===== src/rtl/shot_fire_controller_pkg.sv =====
// Shared definitions for the shot fire controller and the shot sprite drawer.
package shot_pkg;

    typedef enum logic [1:0] {
        ST_IDLE,
        ST_FIRE,
        ST_FLIGHT,
        ST_CLEAR
    } shot_state_t;

    localparam int SCREEN_W        = 640;
    localparam int SHOT_W          = 8;
    localparam int SHOT_Y0         = 424;
    localparam int SHOT_ROW_CYCLES = 60000;
    localparam int POS_W           = 10;

    // Bits needed to hold a counter that runs 0..n-1.
    function automatic int cnt_width(input int n);
        return (n > 1) ? $clog2(n) : 1;
    endfunction

endpackage


===== src/rtl/shot_fire_controller_if.sv =====
// Controller-to-drawer bus plus the collision/round event inputs.
interface shot_fire_controller_if;
    import shot_pkg::*;

    logic             fire;
    logic             shot_clear;
    logic [POS_W-1:0] pos_x;
    logic [1:0]       ammo;
    logic             busy;
    logic             empty;
    logic             hit;
    logic             round_start;

    modport master (
        output fire, shot_clear, pos_x, ammo, busy, empty,
        input  hit, round_start
    );

    modport slave (
        input  fire, shot_clear, pos_x, ammo, busy, empty,
        output hit, round_start
    );

endinterface


===== src/rtl/shot_fire_controller_debouncer.sv =====
// Two-flop synchronizer and debounce counter for one raw button, with a rise pulse.
module button_debouncer
    import shot_pkg::*;
#(
    parameter int DEBOUNCE_CYCLES = 250000
) (
    input  logic clk,
    input  logic reset,
    input  logic btn,
    output logic level,
    output logic rise
);

    localparam int CW = cnt_width(DEBOUNCE_CYCLES);

    logic          sync_1;
    logic          sync_2;
    logic [CW-1:0] cnt;

    always_ff @(posedge clk or negedge reset) begin
        if (!reset) begin
            sync_1 <= 1'b0;
            sync_2 <= 1'b0;
            cnt    <= '0;
            level  <= 1'b0;
            rise   <= 1'b0;
        end else begin
            sync_1 <= btn;
            sync_2 <= sync_1;
            rise   <= 1'b0;
            if (sync_2 == level) begin
                cnt <= '0;
            end else if (cnt == CW'(DEBOUNCE_CYCLES - 1)) begin
                level <= sync_2;
                rise  <= sync_2;
                cnt   <= '0;
            end else begin
                cnt <= cnt + CW'(1);
            end
        end
    end

endmodule


===== src/rtl/shot_fire_controller.sv =====
// Shot lifecycle controller: button conditioning, ammo tracking, aim and fire/clear sequencing.
//   state     | meaning
//   ST_IDLE   | no shot out, waiting for an accepted trigger
//   ST_FIRE   | fire pulse to the drawer, flight timer cleared
//   ST_FLIGHT | shot travelling, ends on hit or timeout
//   ST_CLEAR  | one-cycle clear to the drawer (also the reset state)
module shot_fire_controller
    import shot_pkg::*;
#(
    parameter int DEBOUNCE_CYCLES = 250000,
    parameter int MOVE_DIV        = 100000,
    parameter int FLIGHT_CYCLES   = 26160000,
    parameter int AMMO_MAX        = 3,
    parameter int X_MIN           = 0,
    parameter int X_MAX           = SCREEN_W - SHOT_W,
    parameter int X_INIT          = 316
) (
    input  logic                   clk,
    input  logic                   reset,
    input  logic                   btn_fire,
    input  logic                   btn_left,
    input  logic                   btn_right,
    shot_fire_controller_if.master bus
);

    localparam int MW = cnt_width(MOVE_DIV);
    localparam int FW = cnt_width(FLIGHT_CYCLES);

    shot_state_t   state;
    logic [FW-1:0] flight_cnt;
    logic [MW-1:0] move_cnt;
    logic          fire_req;
    logic          lvl_fire;
    logic          lvl_left;
    logic          lvl_right;
    logic          unused_left_rise;
    logic          unused_right_rise;
    logic          one_dir;

    button_debouncer #(.DEBOUNCE_CYCLES(DEBOUNCE_CYCLES)) u_db_fire (
        .clk(clk), .reset(reset), .btn(btn_fire), .level(lvl_fire), .rise(fire_req)
    );
    button_debouncer #(.DEBOUNCE_CYCLES(DEBOUNCE_CYCLES)) u_db_left (
        .clk(clk), .reset(reset), .btn(btn_left), .level(lvl_left), .rise(unused_left_rise)
    );
    button_debouncer #(.DEBOUNCE_CYCLES(DEBOUNCE_CYCLES)) u_db_right (
        .clk(clk), .reset(reset), .btn(btn_right), .level(lvl_right), .rise(unused_right_rise)
    );

    assign bus.busy  = (state != ST_IDLE);
    assign bus.empty = (bus.ammo == 2'd0);

    // round_start refills last so it wins over nothing else here: a same-cycle trigger is already blocked.
    always_ff @(posedge clk or negedge reset) begin
        if (!reset) begin
            state          <= ST_CLEAR;
            bus.fire       <= 1'b0;
            bus.shot_clear <= 1'b1;
            bus.ammo       <= 2'(AMMO_MAX);
            flight_cnt     <= '0;
        end else begin
            bus.fire       <= 1'b0;
            bus.shot_clear <= 1'b0;
            case (state)
                ST_IDLE: begin
                    if (fire_req && (bus.ammo != 2'd0) && !bus.round_start) begin
                        state    <= ST_FIRE;
                        bus.fire <= 1'b1;
                        bus.ammo <= bus.ammo - 2'd1;
                    end
                end
                ST_FIRE: begin
                    flight_cnt <= '0;
                    state      <= ST_FLIGHT;
                end
                ST_FLIGHT: begin
                    if (bus.hit || (flight_cnt == FW'(FLIGHT_CYCLES - 1))) begin
                        state          <= ST_CLEAR;
                        bus.shot_clear <= 1'b1;
                    end else begin
                        flight_cnt <= flight_cnt + FW'(1);
                    end
                end
                ST_CLEAR: state <= ST_IDLE;
                default:  state <= ST_IDLE;
            endcase
            if (bus.round_start) begin
                bus.ammo <= 2'(AMMO_MAX);
            end
        end
    end

    assign one_dir = lvl_left ^ lvl_right;

    always_ff @(posedge clk or negedge reset) begin
        if (!reset) begin
            move_cnt  <= '0;
            bus.pos_x <= POS_W'(X_INIT);
        end else if (!one_dir) begin
            move_cnt <= '0;
        end else if (move_cnt == MW'(MOVE_DIV - 1)) begin
            move_cnt <= '0;
            if (lvl_right && (bus.pos_x < POS_W'(X_MAX))) begin
                bus.pos_x <= bus.pos_x + POS_W'(1);
            end else if (lvl_left && (bus.pos_x > POS_W'(X_MIN))) begin
                bus.pos_x <= bus.pos_x - POS_W'(1);
            end
        end else begin
            move_cnt <= move_cnt + MW'(1);
        end
    end

endmodule


===== src/flat_wrapper.sv =====
// flat-port wrapper written by rule: the top's interface ports become plain ports
module shot_fire_controller_flat import shot_pkg::*;
#(
    parameter int DEBOUNCE_CYCLES = 250000,
    parameter int MOVE_DIV        = 100000,
    parameter int FLIGHT_CYCLES   = 26160000,
    parameter int AMMO_MAX        = 3,
    parameter int X_MIN           = 0,
    parameter int X_MAX           = SCREEN_W - SHOT_W,
    parameter int X_INIT          = 316
)
  (clk, reset, btn_fire, btn_left, btn_right, bus_fire, bus_shot_clear, bus_pos_x, bus_ammo, bus_busy, bus_empty, bus_hit, bus_round_start);
  shot_fire_controller_if bus_i ();
  input  logic clk;
  input  logic reset;
  input  logic btn_fire;
  input  logic btn_left;
  input  logic btn_right;
  output wire logic [$bits(bus_i.fire)-1:0] bus_fire;
  output wire logic [$bits(bus_i.shot_clear)-1:0] bus_shot_clear;
  output wire logic [$bits(bus_i.pos_x)-1:0] bus_pos_x;
  output wire logic [$bits(bus_i.ammo)-1:0] bus_ammo;
  output wire logic [$bits(bus_i.busy)-1:0] bus_busy;
  output wire logic [$bits(bus_i.empty)-1:0] bus_empty;
  input wire logic [$bits(bus_i.hit)-1:0] bus_hit;
  input wire logic [$bits(bus_i.round_start)-1:0] bus_round_start;
  assign bus_fire = bus_i.fire;
  assign bus_shot_clear = bus_i.shot_clear;
  assign bus_pos_x = bus_i.pos_x;
  assign bus_ammo = bus_i.ammo;
  assign bus_busy = bus_i.busy;
  assign bus_empty = bus_i.empty;
  assign bus_i.hit = bus_hit;
  assign bus_i.round_start = bus_round_start;
  shot_fire_controller #(.DEBOUNCE_CYCLES(DEBOUNCE_CYCLES), .MOVE_DIV(MOVE_DIV), .FLIGHT_CYCLES(FLIGHT_CYCLES), .AMMO_MAX(AMMO_MAX), .X_MIN(X_MIN), .X_MAX(X_MAX), .X_INIT(X_INIT)) u_core (.clk(clk), .reset(reset), .btn_fire(btn_fire), .btn_left(btn_left), .btn_right(btn_right), .bus(bus_i));
endmodule

===== config.mk =====
export PLATFORM = sky130hd
export DESIGN_NAME = shot_fire_controller_flat
export DESIGN_NICKNAME = d
export VERILOG_FILES = /design/src/rtl/shot_fire_controller_pkg.sv /design/src/rtl/shot_fire_controller_if.sv /design/src/rtl/shot_fire_controller_debouncer.sv /design/src/rtl/shot_fire_controller.sv /design/src/flat_wrapper.sv
export SDC_FILE = /design/constraint.sdc
export NUM_CORES = 1
export LEC_CHECK = 0
export BUFFER_PORTS_ARGS = -buffer_cell sky130_fd_sc_hd__buf_2
export CORE_ASPECT_RATIO = 2
export CORE_MARGIN = 2
export CORE_UTILIZATION = 65
export CTS_CLUSTER_SIZE = 20
export DETAILED_ROUTE_END_ITERATION = 12
export GPL_ROUTABILITY_DRIVEN = 0
export PLACE_DENSITY = 0.79
export SYNTH_ARGS = -nofsm -noshare
export SYNTH_HDL_FRONTEND = slang
export SYNTH_SLANG_ARGS = --single-unit
export TNS_END_PERCENT = 1

===== constraint.sdc =====
create_clock -name clk -period 7.05 [get_ports clk]
set_input_delay 0.3525 -clock clk [delete_from_list [all_inputs] [get_ports clk]]
set_output_delay 0.3525 -clock clk [all_outputs]
set_load 0.005 [all_outputs]

## After elaboration in Yosys (flattened, before gate mapping)

Cells that the tools add are included.

- Add/sub/neg operators: 8
- Magnitude comparators: 2
- Equality and inequality tests: 14
- Muxes and demuxes: 24
- Bitwise operators: 4
- Reductions and logical operators: 21

Operator list:

| operator | number |
|---|---|
| $mux 18 | 6 |
| $add 18x1->18 const B | 3 |
| $eq 18x18->1 const B | 3 |
| $pmux 25 s2 | 1 |
| $mux 17 | 2 |
| $add 25x1->25 const B | 1 |
| $eq 25x25->1 const B | 1 |
| $mux 25 | 1 |
| $mux 10 | 2 |
| $add 17x1->17 const B | 1 |
| $eq 17x17->1 const B | 1 |
| $reduce_and 2->1 | 6 |
| $reduce_bool 2->1 | 6 |
| $add 10x1->10 const B | 1 |
| $gt 10x1->1 const B | 1 |
| $lt 10x10->1 const B | 1 |
| $mux 2 | 5 |
| $sub 10x1->10 const B | 1 |
| $pmux 2 s4 | 1 |
| $mux 1 | 6 |
| $eq 2x2->1 const B | 2 |
| $logic_and 1x1->1 | 4 |
| $logic_not 2->1 | 2 |
| $ne 2x1->1 const B | 2 |
| 9 further kinds | 13 |

- Register bits: 122
- Bits of input ports: 7
- Output and inout port bits: 16
- Logic and storage cells: 93

## Depth between registers and ports, before layout

- Depth in word-level cells: 6
- Mapped depth: 12
- Gate-level depth less buffers: 12

## By module

A second synthesis with hierarchy kept.

- Cell total of the unflattened synthesis: 667
- Area, all modules: 6682.7 µm²

By module, submodules not included:

| module | instances | cells an instance | area each (µm²) | seq. area each (µm²) |
|---|---|---|---|---|
| shot_fire_controller | 1 | 368 | 3527.1 | 1463.9 |
| button_debouncer at u_core.u_db_fire ... | 2 | 100 | 1059.8 | 550.5 |
| button_debouncer at u_core.u_db_right | 1 | 99 | 1036.0 | 550.5 |

## Worst setup path after synthesis

OpenSTA, ideal clock, no wires.

- Path kind: register to register
- Start: register u_core.bus.pos_x[5]
- End: register u_core.bus.pos_x[8]
- Library setup time: 82 ps
- Data arrival time: 2399 ps
- Data required time: 6968 ps
- Slack: 4569 ps
- Stages on the path, launching flop included: 13
- Path buffers: 0
- Period minus slack after synthesis: 2481 ps
- Cell sequence: dfstp_2 nand4_1 nand2_1 nand2_1 nand2_1 inv_1 fa_1 nor2b_1 o21ai_0 a21boi_0 o21ai_0 xnor2_1 mux2_2

- Longest elaborated chain between the ends: 4
- Elaborated cells on any way between the ends: 10
- Those cells by class: add/sub (2); order compare (2); mux (2); reduce/logical (4)

RTL lines:

| what | line | text |
|---|---|---|
| start, declared | shot_fire_controller_if.sv:15 | `output fire, shot_clear, pos_x, ammo, busy, empty,` |
| start signal, assigned | shot_fire_controller.sv:98 | `bus.pos_x <= POS_W'(X_INIT);` |
| start signal, assigned | shot_fire_controller.sv:104 | `bus.pos_x <= bus.pos_x + POS_W'(1);` |
| start signal, assigned | shot_fire_controller.sv:106 | `bus.pos_x <= bus.pos_x - POS_W'(1);` |
| $gt 10x1->1 / $lt 10x10->1 (equally long branches) | shot_fire_controller.sv:105, shot_fire_controller.sv:103 |  |
| $logic_and 1x1->1, on equally long branches | shot_fire_controller.sv:105, shot_fire_controller.sv:103 |  |
| $reduce_bool 2->1 (no line) | -- |  |
| $reduce_and 3->1 (no line) | -- |  |

Several ways; a longest one is shown, not always the timed one. The select of a mux whose other input is x is not followed.
A chain may end at the register's enable or synchronous reset.

## Final worst setup path

- Start: register u_core.bus.pos_x[3]
- End: register u_core.bus.pos_x[8]

Same word-level chain as after synthesis.

==> impl_results.md <==
* Met2 usage at 0.478
* Grt total ovfl at 0
* Post-cts resize count at 0
* Detailed Route Iter0 Violations at 232
* First-pass GRT wire length at 20700 um
* Die area at just over 10000 um2
* Static Leak at between 3 and 4 nW
* I/O pins at 23
* Number of remaining DRC errors at 0
* Hold EP: u_core.u_db_fire.sync_1
* Yosys warnings at 0
* Hold_sp: btn_fire
* Worst r2r src: u_core.bus.pos_x[3]
* Site Rows at 49
* WP data arrival at about 3.2 ns
* Flop2flop setup slack at between 4 and 5 ns
* Pwr/cell area at roughly 230 nW/um2
* Filler cells at 577
* Post-detail-place hpwl at 7970 um
* Startpoint types: register
* Post-synth top flop: dfrtp_1
* Met3 usage in global routing at 0.0586
* Crit. End Element: register
* Worst-case clock buffer depth at 2
* Post-CTS Setup Bufs at 0
* Initial antenna violation count at 0
* Routed via count at approximately 4.6k
* Final setup fails at 0
* Vias per cell at approximately 6.1
* Final instance area at 6870 um2
* Mean area per synthesized cell at around 10 um2
* Port Buffers at 22
* RSZ-0062 raised after global routing: no
* Register bit total from synthesis at 122
* Total wire length at around 12000 um
* Reg clk slew, reported paths at 0.05 ns
* Layout cells sized above 1 at 0.122
* Setup TNS at 0 ns
* CORE AREA at approximately 9000 um2
* Synthesis-to-finish area growth at 13.3%
* Leading cell type in the layout, fill and taps excluded: dfrtp_1
* Post-DP Area at between 6000 and 7000 um2
* Chip Height at between 100 and 150 um
* CTS buffer count at 17
* Status: completed
* NumNets Final at 659
* Router iterations before antenna repair at 5
* Most frequent cells in the layout: dfrtp_1, nor2_1, nand2_1, nand3_1, xor2_1
* Clock tree from TritonCTS: yes
* Worst Skew at roughly 0.010 ns
* Syn Inst Count at approximately 600
* R2R Path End: u_core.bus.pos_x[8]
* Final Hold Viols at 0
* Relative slew slack at 0.279
* Post-synth net total at about 630
* CTS Root Buffer Type: clkbuf_16
* Register area share after synthesis at 0.505
* Max_cap viols at 0
* Slew Viols, Final at 0
* Synth unique cells at 56
* Worst hold slack at 0.0550 ns
* Critical path peak fanout at 9
* Die width at a little over 70 um
* Final min period at ~2.9 ns
* Largest net degree at the start of global routing at 83
* FFs w/ async S/R, synth at 1.00
* Peak VDD IR at approximately 0.22 mV
* Clk sink count at 122
* Critical path class: reg -> reg
* Routing usage on met1 at 0.262
* Hold Path Stages at 1
* Type of the worst min-delay path: in -> reg
* Max Clock Freq at 348 MHz
* H-tree depth at 4
* Hold-fix buffers at CTS at 1
* GR peak layer: met2
* Worst-margin pin slew at between 1 and 1.5 ns
* R2R cell count at 12
* Detail Route Antenna Nets at 0
* EDFF count, synth at 0
* Skew-Pair Late Insertion Delay at approximately 0.40 ns
* WP data required at 7.38 ns
* Vias in the first global route at approximately 4.8k
* Crit share post-route at 0.408
* Total Routing Usage GR at 0.260
* Initial Utilization at 0.673
* Ant diodes at 0
* Mapped cell area at roughly 6100 um2
* WL/cell at around 16 um
==> routing by layer <==
metal | vias to the layer above | wire [um]
met5 | - | 0
met3 | 34 | 366
met1 | 2274 | 4520
li1 | 2170 | -
met2 | 106 | 6930
met4 | 0 | 410
==> power breakdown <==
part           leakage, nW  switching, W  internal, W
Combinational         1.19     0.0000245   0.00000836
Sequential            1.60    0.00000551     0.000708
Clock                0.290      0.000285     0.000554
==> kinds of logic after synthesis <==
group	Yosys count	synth area share
adders and majority gates	18	0.0383
xor gates and xnor gates	73	0.105
DFF	122	0.505
AOI/OAI and AO/OA	67	0.0757
buffers and inverters	30	0.0192
muxes	19	0.0336
and+or+nand+nor	272	0.223
==> layout make-up <==
class                      instances  area, um2  share of cell area
inverter                          19       71.3              0.0104
sequential                       122       3070               0.446
multi-input combinational        449       2890               0.420
tap                              102        128              0.0186
clock buffer                      24        492              0.0715
timing repair buffer              25        138              0.0200
clock inverter                     8       92.6              0.0135
==> sequential cells by signal (all words and copies together) (netlist names), 2 cells and up <==
name	cells
u_core.bus.ammo	2
u_core.move_cnt	17
u_core.bus.pos_x	10
u_core.u_db_left.cnt	18
u_core.flight_cnt	25
u_core.u_db_right.cnt	18
u_core.state	2
u_core.u_db_fire.cnt	18
==> per-stage QoR <==
stage	std cells	utilization	total power (W)	worst slack, ns
6_report	749	0.763	0.00159	4.18
5_1_grt	749	0.763	0.00164	3.92
4_1_cts	749	0.763	0.00160	4.20
3_5_place_dp	716	0.697	0.000758	4.22
3_3_place_gp	716	0.697	0.000756	4.36
2_1_floorplan	601	-	0.000738	4.57
==> worst max path at each step <==
stage                          endpoint  cells past startpoint  slack (ns)                 from
global route        u_core.bus.pos_x[8]                     12        3.92  u_core.bus.pos_x[4]
finish              u_core.bus.pos_x[8]                     12        4.18  u_core.bus.pos_x[3]
detailed placement  u_core.bus.pos_x[8]                     12        4.22  u_core.bus.pos_x[4]
global placement    u_core.bus.pos_x[8]                     12        4.36  u_core.bus.pos_x[3]
CTS                 u_core.bus.pos_x[8]                     12        4.20  u_core.bus.pos_x[3]
floorplan           u_core.bus.pos_x[8]                     12        4.57  u_core.bus.pos_x[5]
==> Yosys cell counts, types with 2 or more instances <==
cell | n | area, um2
a211o_1 | 3 | 26.3
a21oi_1 | 11 | 55.1
a31oi_1 | 2 | 12.5
and3_1 | 13 | 81.3
and4_1 | 5 | 43.8
buf_2 | 3 | 15.0
clkbuf_1 | 8 | 30.0
dfrtp_1 | 112 | 2800
dfstp_2 | 10 | 263
ha_1 | 17 | 213
inv_1 | 18 | 67.6
mux2_1 | 4 | 45.0
mux2_2 | 7 | 78.8
mux2i_1 | 8 | 80.1
nand2_1 | 49 | 184
nand2b_1 | 10 | 62.6
nand3_1 | 49 | 245
nand3b_1 | 4 | 30.0
nand4_1 | 17 | 106
nor2_1 | 86 | 323
nor2b_1 | 3 | 18.8
nor3_1 | 8 | 40.0
nor4_1 | 8 | 50.1
nor4b_1 | 3 | 26.3
o211ai_1 | 8 | 60.1
o21a_1 | 3 | 22.5
o21ai_0 | 13 | 65.1
o21ai_1 | 5 | 25.0
o31ai_1 | 9 | 67.6
or3_1 | 6 | 37.5
or4_1 | 3 | 22.5
xnor2_1 | 28 | 245
xor2_1 | 45 | 394
==> worst max-delay path: stages (launching register included) <==
cell      delay [ns]
dfstp_2         0.57
nand4_1         0.15
nand2_1         0.14
nand2_1         0.06
nand2_1         0.28
inv_1           0.10
fa_1            0.41
nor2b_1         0.12
o21ai_0         0.09
a21boi_0        0.29
o21ai_0         0.17
xnor2_1         0.14
mux2_2          0.26
Power figures use the tool's default switching activity.
